File: src/rtl/pc_pkg.sv
// Shared types and defaults for the program-counter / fetch sequencer.
package pc_pkg;

  localparam int PC_W           = 10;
  localparam int DEF_START_ADDR = 0;

  typedef enum logic [1:0] {
    IDLE = 2'd0,
    RUN  = 2'd1,
    DONE = 2'd2
  } state_t;

endpackage

File: src/rtl/pc_next_calc.sv
// Combinational next-address unit: increment, absolute jump or signed relative
// branch, all in D-bit arithmetic with the carry discarded.
module pc_next_calc
  import pc_pkg::*;
#(
  parameter int D = PC_W
) (
  input  logic [D-1:0] prog_ctr,
  input  logic         branch,
  input  logic         abs_jump,
  input  logic [D-1:0] target,
  output logic [D-1:0] next_pc
);

  // A D-bit add of a two's-complement offset wraps identically to signed math.
  always_comb begin
    next_pc = prog_ctr + D'(1);
    if (branch) begin
      if (abs_jump) next_pc = target;
      else          next_pc = prog_ctr + target;
    end
  end

endmodule

File: src/rtl/pc_fetch_ctrl.sv
// Program counter and fetch sequencer: IDLE/RUN/DONE control, stall/halt
// priority and a saturating retired-instruction counter.
module pc_fetch_ctrl
  import pc_pkg::*;
#(
  parameter int D          = PC_W,
  parameter int START_ADDR = DEF_START_ADDR,
  parameter int CNT_W      = 16
) (
  input  logic             clk,
  input  logic             reset,
  input  logic             start,
  input  logic             stall,
  input  logic             branch,
  input  logic             abs_jump,
  input  logic [D-1:0]     target,
  input  logic             halt,
  output logic [D-1:0]     prog_ctr,
  output logic             busy,
  output logic             done,
  output logic [CNT_W-1:0] instr_cnt
);

  localparam logic [D-1:0] START_PC = START_ADDR[D-1:0];

  state_t           state_q, state_d;
  logic [D-1:0]     pc_q, pc_d;
  logic [CNT_W-1:0] cnt_q, cnt_d;
  logic [CNT_W-1:0] cnt_inc;
  logic [D-1:0]     next_pc;

  pc_next_calc #(.D(D)) u_next (
    .prog_ctr (pc_q),
    .branch   (branch),
    .abs_jump (abs_jump),
    .target   (target),
    .next_pc  (next_pc)
  );

  assign cnt_inc = (&cnt_q) ? cnt_q : cnt_q + CNT_W'(1);

  always_ff @(posedge clk) begin
    if (reset) begin
      state_q <= IDLE;
      pc_q    <= START_PC;
      cnt_q   <= '0;
    end else begin
      state_q <= state_d;
      pc_q    <= pc_d;
      cnt_q   <= cnt_d;
    end
  end

  always_comb begin
    state_d = state_q;
    pc_d    = pc_q;
    cnt_d   = cnt_q;
    unique case (state_q)
      IDLE: begin
        pc_d = START_PC;
        if (start) begin
          state_d = RUN;
          cnt_d   = '0;
        end
      end
      RUN: begin
        // The halt instruction itself retires, but the PC stays on it for readout.
        if (!stall) begin
          cnt_d = cnt_inc;
          if (halt) state_d = DONE;
          else      pc_d    = next_pc;
        end
      end
      DONE: begin
        if (start) begin
          state_d = RUN;
          pc_d    = START_PC;
          cnt_d   = '0;
        end
      end
      default: begin
        state_d = IDLE;
        pc_d    = START_PC;
        cnt_d   = '0;
      end
    endcase
  end

  assign prog_ctr  = pc_q;
  assign busy      = (state_q == RUN);
  assign done      = (state_q == DONE);
  assign instr_cnt = cnt_q;

endmodule

File: config.mk
export PLATFORM = sky130hd
export DESIGN_NAME = pc_fetch_ctrl
export DESIGN_NICKNAME = d
export VERILOG_FILES = /design/src/rtl/pc_pkg.sv /design/src/rtl/pc_next_calc.sv /design/src/rtl/pc_fetch_ctrl.sv
export SDC_FILE = /design/constraint.sdc
export NUM_CORES = 1
export LEC_CHECK = 0
export CAP_MARGIN = 40
export CELL_PAD_IN_SITES_DETAIL_PLACEMENT = 0
export CELL_PAD_IN_SITES_GLOBAL_PLACEMENT = 1
export CORE_UTILIZATION = 38
export DETAILED_ROUTE_END_ITERATION = 8
export PLACE_DENSITY = 0.82
export SYNTH_ARGS = -nofsm -noshare
export SYNTH_HDL_FRONTEND = slang
export SYNTH_HIERARCHICAL = 1
export SYNTH_SLANG_ARGS = --single-unit
File: constraint.sdc
create_clock -name clk -period 2.3 [get_ports clk]
set_input_delay 0.23 -clock clk [delete_from_list [all_inputs] [get_ports clk]]
set_output_delay 0.23 -clock clk [all_outputs]
set_load 0.01 [all_outputs]
==> run_results.csv, run 1 <==
group,metric,value,unit
run_status,status,"completed",
timing,timing_hold_violations_final,0,
timing,max_slew.worst_pin.slew,0.752,ns
routing,detailroute.via_count,2488,
clock_tree,clk_lat_worst_skew,0.28,ns
layout,postLayoutCoreUtil,54.3,%
routing,dr_wl_met3,348,um
setup_path,rrSetupSlack,0.22,ns
timing,slew_headroom,49.5,%
clock_tree,number_of_buffers_created_by_cts,3,
setup_path,regToRegStartpoint,"prog_ctr[1]$_SDFFE_PP0P_",
worst_hold_path,timing.hold.worst_path_depth,2,
grt,grt_overflow,0,
setup_path,cp-start-kind,"input pin",
routing,amount_of_wire_on_met2_after_detailed_routing,3.19,mm
layout,num_antenna_cells,0,
routing,highest-signal-layer,"met4",
worst_hold_path,hold_path_end,"prog_ctr[9]$_SDFFE_PP0P_",
timing,skew,0.00275,ns
setup_path,timing.critical_path.cells,"clkdlybuf4s50_1 -> ha_1 -> a21o_1 -> and4_2 -> or4_4 -> and4_4 -> nor3_2 -> nand3_1 -> a21oi_1",
clock_tree,clock-root-buffer,"sky130_fd_sc_hd__clkbuf_8",
placement,preCtsSetupSlack,-0.222,ns
worst_hold_path,hold_path_class,"flop to flop",
routing,vias_per_cell,5.80,
placement,hpwl,5.07,mm
logic_synthesis,postSynth.topFlopCell,"sky130_fd_sc_hd__dfxtp_1",
grt,vias_in_the_first_global_route,2383,
setup_path,worstSetupEndpointType,"flop",
worst_hold_path,critical_hold_path_startpoint,"prog_ctr[9]$_SDFFE_PP0P_",
clock_tree,htree_num_levels,1,
layout,drive_above_1_share,16.2,%
power_and_ir_drop,p_leak,0.00117,uW
routing,initialDrtViolationCount,153,
layout,final_common_cell,"sky130_fd_sc_hd__clkdlybuf4s50_1",
timing,setup_slack,0.132,ns
clock_tree,number_of_clock_sinks_seen_by_cts,28,
routing,totalWireLength,6.84,mm
timing,finalCriticalPeriod,2.17,ns
logic_synthesis,postSynth.asyncResetShare,0,%
layout,areaGrowthSynthToFinish,35.0,%
setup_path,cp_data_arrival_time,2.38,ns
setup_path,timing_worst_setup_path_type,"input pin to flop",
grt,grt.total_usage,22.6,%
setup_path,reg2reg_to,"prog_ctr[9]$_SDFFE_PP0P_",
routing,wl_met1,3.25,mm
layout,post-route-cell-area,0.00305,sq mm
layout,top_library_cells_by_usage_in_the_layout_fill_and_taps_aside,"sky130_fd_sc_hd__clkdlybuf4s50_1 (44), sky130_fd_sc_hd__buf_4 (35), sky130_fd_sc_hd__nand2_1 (31)",
grt,grt_start_max_net_pins,31,
setup_path,crit_path_max_delay_cell_type,"sky130_fd_sc_hd__clkdlybuf4s50_1",
clock_tree,clkSlewWorstSetupHoldPaths,0.09,ns
timing,unrepaired_setup_endpoints_after_global_routing,"no",
logic_synthesis,ys_seq_elements,28,
floorplanning,dieWidth,79.1,um
timing,fmax,0.461,GHz
grt,wire_length_of_the_first_global_routing_pass,11.3,mm
clock_tree,post-cts-setup-buffer-count,0,
floorplanning,pin_count,45,
clock_tree,clockBufferDepth,2,
logic_synthesis,synth.avg_cell_area,7.89,sq um
power_and_ir_drop,power_density,355,mW/mm^2
logic_synthesis,syn_nets,315,
logic_synthesis,synthesis.area,0.00226,sq mm
setup_path,critPathMaxFanout,2,
timing,fin_crit_sh,94.2,%
power_and_ir_drop,vdd.ir_drop.worst,185,uV
routing,drcViolationCount,0,
clock_tree,tritoncts,"yes",
placement,dpl-instance-area,0.00299,sq mm
floorplanning,die_height,79.1,um
run,maximum_capacitance_violations,0,
placement,place.gp.congestion,0.920,
routing,dr.pass1.iters,4,
routing,post_route_antenna_net_violation_count,0,
logic_synthesis,synth-edff-count,0,
timing,report.final.setup_viol,0,
routing,wire_per_inst,15.9,um
placement,io_port_bufs,44,
timing,slew_viol_final,0,
setup_path,crit_path_max_incr_delay,0.45,ns
power_and_ir_drop,post-layout-total-power,1080,uW
floorplanning,floorplan.initialDensity,40.2,%
layout,finalNetCount,388,
grt,antenna_violations_before_repair,0,
setup_path,worstRegToRegCells,8,
logic_synthesis,synth_cells,286,
setup_path,cp.required,2.52,ns
floorplanning,placeable_core_area,0.00561,sq mm
floorplanning,placementRows,27,
logic_synthesis,ys_types,69,
logic_synthesis,yosysWarningCount,6,
floorplanning,die_area,0.00625,sq mm
logic_synthesis,seq_total_area_yosys,24.8,%
==> worst max-delay path, delay by kind of cell <==
| kind | cells | cell delay (ns) |
|---|---|---|
| simple gates | 5 | 1.03 |
| fa+ha+maj | 1 | 0.33 |
| buf+inv | 1 | 0.45 |
| compound gates | 2 | 0.34 |
==> state kept, by name, indices dropped and copies added, names as in the netlist <==
signal,flops
prog_ctr,10
instr_cnt,16
state_q,2
==> layer usage <==
layer  GRT usage, %  up-vias
li1               -     1238
met1           30.7     1171
met2           38.4       74
met3           2.07        5
met4           5.27        0
met5              0        -
==> worst max-delay path by stage <==
stage / to / start
5_1_grt: prog_ctr[7]$_SDFFE_PP0P_ / target[1]
2_1_floorplan: prog_ctr[9]$_SDFFE_PP0P_ / prog_ctr[6]$_SDFFE_PP0P_
3_5_place_dp: prog_ctr[6]$_SDFFE_PP0P_ / target[0]
6_report: prog_ctr[9]$_SDFFE_PP0P_ / target[4]
4_1_cts: prog_ctr[6]$_SDFFE_PP0P_ / target[0]
3_3_place_gp: prog_ctr[9]$_SDFFE_PP0P_ / target[1]
==> cells in the mapped netlist, types with 5 or more instances <==
cell	number	area (sq um)
sky130_fd_sc_hd__nand2_1	31	116
sky130_fd_sc_hd__dfxtp_1	28	561
sky130_fd_sc_hd__a21oi_1	25	125
sky130_fd_sc_hd__nand3_1	21	105
sky130_fd_sc_hd__nor2_1	21	78.8
sky130_fd_sc_hd__ha_1	11	138
sky130_fd_sc_hd__xnor2_1	10	87.6
sky130_fd_sc_hd__nand4_1	8	50.1
sky130_fd_sc_hd__nor3_1	8	40.0
sky130_fd_sc_hd__inv_1	6	22.5
sky130_fd_sc_hd__o21ai_0	6	30.0
sky130_fd_sc_hd__o21ai_1	6	30.0
sky130_fd_sc_hd__a211oi_1	5	37.5
sky130_fd_sc_hd__a21o_1	5	37.5
sky130_fd_sc_hd__a31oi_1	5	31.3
sky130_fd_sc_hd__clkbuf_1	5	18.8
sky130_fd_sc_hd__mux2i_1	5	50.1
==> layout make-up <==
cell class	instances	area, sq um
timing repair buffer	79	703
tap	72	90.1
fill	569	2560
clock buffer	3	41.3
multi-input combinational	239	1610
inverter	8	43.8
sequential	28	561
==> timing repair <==
item                       in CTS  in global routing
setup endpoints to repair       0                  2
hold buffers                    0                  0
resized for setup               0                  4
==> cell families (layout without fill, tap and decap cells) <==
| kind of cell | count (synthesis) | count (layout) | synth area share, % |
|---|---|---|---|
| AND/OR/NAND/NOR | 128 | 128 | 31.9 |
| AO/OA/AOI/OAI | 82 | 82 | 24.8 |
| flip-flops | 28 | 28 | 24.8 |
| buffers and inverters | 19 | 90 | 4.60 |
| adder cells (fa/ha/maj) | 12 | 12 | 6.98 |
| XOR/XNOR | 12 | 12 | 4.66 |
| multiplexers | 5 | 5 | 2.22 |
==> power breakdown <==
part,total [uW],internal [uW],switching [uW]
Combinational,311,143,169
Sequential,502,494,7.76
Clock,268,118,150
Total,1080,754,327
==> stage by stage <==
| step | instances | hold slack, ns | setup TNS [ns] |
|---|---|---|---|
| after floorplan | 286 | 0.379 | 0 |
| after global placement | 426 | 0.513 | -0.636 |
| after detailed placement | 426 | 0.528 | -0.788 |
| after CTS | 429 | 0.543 | 0 |
| after global routing | 429 | 0.559 | 0 |
| final | 429 | 0.531 | 0 |
No activity file was read; power rests on OpenSTA's default activity.
==> run 2: changes to the inputs <==
--- a/config.mk
+++ b/config.mk
@@ -10,7 +10,8 @@
 export CELL_PAD_IN_SITES_GLOBAL_PLACEMENT = 1
 export CORE_UTILIZATION = 38
 export DETAILED_ROUTE_END_ITERATION = 8
-export PLACE_DENSITY = 0.82
+export PLACE_DENSITY = 0.84
+export SETUP_SLACK_MARGIN = 0.5
 export SYNTH_ARGS = -nofsm -noshare
 export SYNTH_HDL_FRONTEND = slang
 export SYNTH_HIERARCHICAL = 1
==> run 2 against run 1 <==
  * Combinational power up 7.1%
  * Highest routed layer unchanged
  * Clock skew up 0.0013 ns
  * Count of clock-buffer cells in the layout unchanged
  * Largest power group unchanged
  * Largest cell class unchanged
  * Flip-flop and latch count unchanged
  * Global-route usage about the same
  * Power up 3.3%
  * Final area up 6.4%
  * Via count up 0.72%
  * Worst setup slack better by 0.16 ns
==> run_results.csv, run 2 (synthesis results as in run 1) <==
group,metric,value,unit
grt,grt_overflow,0,
layout,num_antenna_cells,0,
setup_path,cp-start-kind,"flop",
placement,place.gp.congestion,0.872,
timing,report.final.setup_viol,0,
layout,postLayoutCoreUtil,57.8,%
timing,timing_hold_violations_final,0,
grt,vias_in_the_first_global_route,2380,
placement,preCtsSetupSlack,-0.110,ns
floorplanning,pin_count,45,
setup_path,cp.required,2.52,ns
power_and_ir_drop,p_leak,0.00118,uW
clock_tree,clockBufferDepth,2,
power_and_ir_drop,total_switching_power,354,uW
floorplanning,die_height,79.1,um
floorplanning,dieWidth,79.1,um
placement,io_port_bufs,44,
timing,finalCriticalPeriod,2.01,ns
routing,vias_per_cell,5.90,
layout,final_common_cell,"sky130_fd_sc_hd__clkdlybuf4s50_1",
grt,grt_start_max_net_pins,30,
setup_path,timing_worst_setup_path_type,"flop to flop",
timing,max_slew.worst_pin.slew,0.799,ns
layout,top_library_cells_by_usage_in_the_layout_fill_and_taps_aside,"sky130_fd_sc_hd__clkdlybuf4s50_1 (38), sky130_fd_sc_hd__nand2_1 (31), sky130_fd_sc_hd__buf_4 (30)",
setup_path,cp_data_arrival_time,2.23,ns
power_and_ir_drop,power.combinational.fraction,29.9,%
power_and_ir_drop,clockPowerShare,25.0,%
grt,antenna_violations_before_repair,0,
power_and_ir_drop,power_density,344,mW/mm^2
layout,flip_flop_count_of_the_largest_register_all_copies_and_words_added,16,
routing,post_route_antenna_net_violation_count,0,
timing,unrepaired_setup_endpoints_after_global_routing,"yes",
placement,hpwl,4.95,mm
layout,drive_above_1_share,26.1,%
timing,skew,0.00401,ns
clock_tree,tritoncts,"yes",
clock_tree,htree_num_levels,1,
floorplanning,placementRows,27,
routing,dr.pass1.iters,4,
routing,drcViolationCount,0,
power_and_ir_drop,power.share.sequential,45.1,%
layout,finalNetCount,383,
clock_tree,clkSlewWorstSetupHoldPaths,0.10,ns
routing,totalWireLength,6.89,mm
clock_tree,holdBufCountCts,0,
clock_tree,number_of_buffers_created_by_cts,3,
clock_tree,clock-root-buffer,"sky130_fd_sc_hd__clkbuf_8",
layout,count_of_filler_cells_inserted_in_the_layout,551,
power_and_ir_drop,p_sw_share,31.7,%
timing,setup_slack,0.288,ns
timing,fmax,0.497,GHz
grt,grt.total_usage,22.6,%
timing,slew_headroom,46.4,%
power_and_ir_drop,power_report.internal_total,763,uW
floorplanning,die_area,0.00625,sq mm
grt,wire_length_of_the_first_global_routing_pass,11.3,mm
timing,fin_crit_sh,87.5,%
floorplanning,floorplan.initialDensity,40.2,%
power_and_ir_drop,vdd.ir_drop.worst,376,uV
routing,wire_per_inst,16.2,um
run_status,status,"completed",
worst_hold_path,hold_path_class,"flop to flop",
clock_tree,number_of_clock_sinks_seen_by_cts,28,
setup_path,worstSetupEndpointType,"flop",
layout,areaGrowthSynthToFinish,43.6,%
routing,detailroute.via_count,2506,
setup_path,critPathMaxFanout,4,
run,maximum_capacitance_violations,0,
clock_tree,clk_lat_worst_skew,0.28,ns
routing,initialDrtViolationCount,215,
floorplanning,placeable_core_area,0.00561,sq mm
timing,slew_viol_final,0,
[run 2: cell count changes in the layout (fill, tap and decap cells not counted), moves of 2 or more]
cell | previous run | this run
sky130_fd_sc_hd__dfxtp_1 | 28 | 10
sky130_fd_sc_hd__or4_1 | 3 | 1
sky130_fd_sc_hd__dlygate4sd2_1 | 0 | 5
sky130_fd_sc_hd__clkdlybuf4s50_1 | 44 | 38
sky130_fd_sc_hd__dfxtp_4 | 0 | 7
sky130_fd_sc_hd__buf_4 | 35 | 30
sky130_fd_sc_hd__a21oi_1 | 25 | 23
sky130_fd_sc_hd__ha_4 | 0 | 7
sky130_fd_sc_hd__o21ai_1 | 6 | 4
sky130_fd_sc_hd__or4_4 | 1 | 3
sky130_fd_sc_hd__dfxtp_2 | 0 | 11
sky130_fd_sc_hd__ha_1 | 10 | 2
[run 2: final timing paths]
kind                                          startpoint                       end  slack [ns]  depth (start not counted)
worst max register to register  prog_ctr[1]$_SDFFE_PP0P_  prog_ctr[9]$_SDFFE_PP0P_        0.29                          8
worst min register to register  prog_ctr[6]$_SDFFE_PP0P_  prog_ctr[6]$_SDFFE_PP0P_        0.52                          2
worst min-delay path            prog_ctr[6]$_SDFFE_PP0P_  prog_ctr[6]$_SDFFE_PP0P_        0.52                          2
worst max-delay path            prog_ctr[1]$_SDFFE_PP0P_  prog_ctr[9]$_SDFFE_PP0P_        0.29                          8
[run 2: power groups by stage]
stage                     Clock, uW  Combinational, uW  Sequential, uW
after floorplan                   0                180             521
after global placement            0                297             521
after detailed placement          0                299             521
after CTS                       293                318             505
after global routing            314                361             506
final                           279                333             503
[run 2: repair_timing]
action,CTS,global route
buffers inserted,5,3
pin swaps,8,9
endpoints found under the setup margin,17,20
resized for setup,17,18
[run 2: through the flow]
step / hold slack (ns) / total power (uW) / cell area, sq um / setup TNS (ns) / std cells
final: 0.523 / 1120 / 3240 / 0 / 425
after global routing: 0.541 / 1180 / 3240 / 0 / 425
after CTS: 0.527 / 1120 / 3150 / 0 / 422
after detailed placement: 0.495 / 820 / 3010 / -0.309 / 413
after global placement: 0.489 / 818 / 3010 / -0.203 / 413
after floorplan: 0.379 / 700 / 2380 / 0 / 286
[run 2: routing by layer]
metal  vias up  GRT usage [%]  share of wire [%]
li1       1233              -                  -
met1      1191           31.6                 48
met2        76           36.0                 46
met3         6           3.68                5.1
met4         0           5.45               0.86
met5         -              0                  0
[run 2: final cells by class]
type                            count  area (sq um)  area share (%)
Clock buffer                        3          41.3            1.27
Multi-Input combinational cell    239          1800            55.4
Sequential cell                    28           601            18.5
Clock inverter                      1          3.75           0.116
Timing Repair Buffer               74           662            20.4
Inverter                            8          46.3            1.43
Tap cell                           72          90.1            2.78
[run 2: worst max-delay path: stages, from the launching register on]
cell	delay, ns
sky130_fd_sc_hd__dfxtp_4	0.40
sky130_fd_sc_hd__ha_4	0.21
sky130_fd_sc_hd__a211oi_4	0.29
sky130_fd_sc_hd__nor3_2	0.11
sky130_fd_sc_hd__or4_4	0.49
sky130_fd_sc_hd__and4_4	0.16
sky130_fd_sc_hd__nor3_2	0.09
sky130_fd_sc_hd__nand3_1	0.08
sky130_fd_sc_hd__a21oi_1	0.13
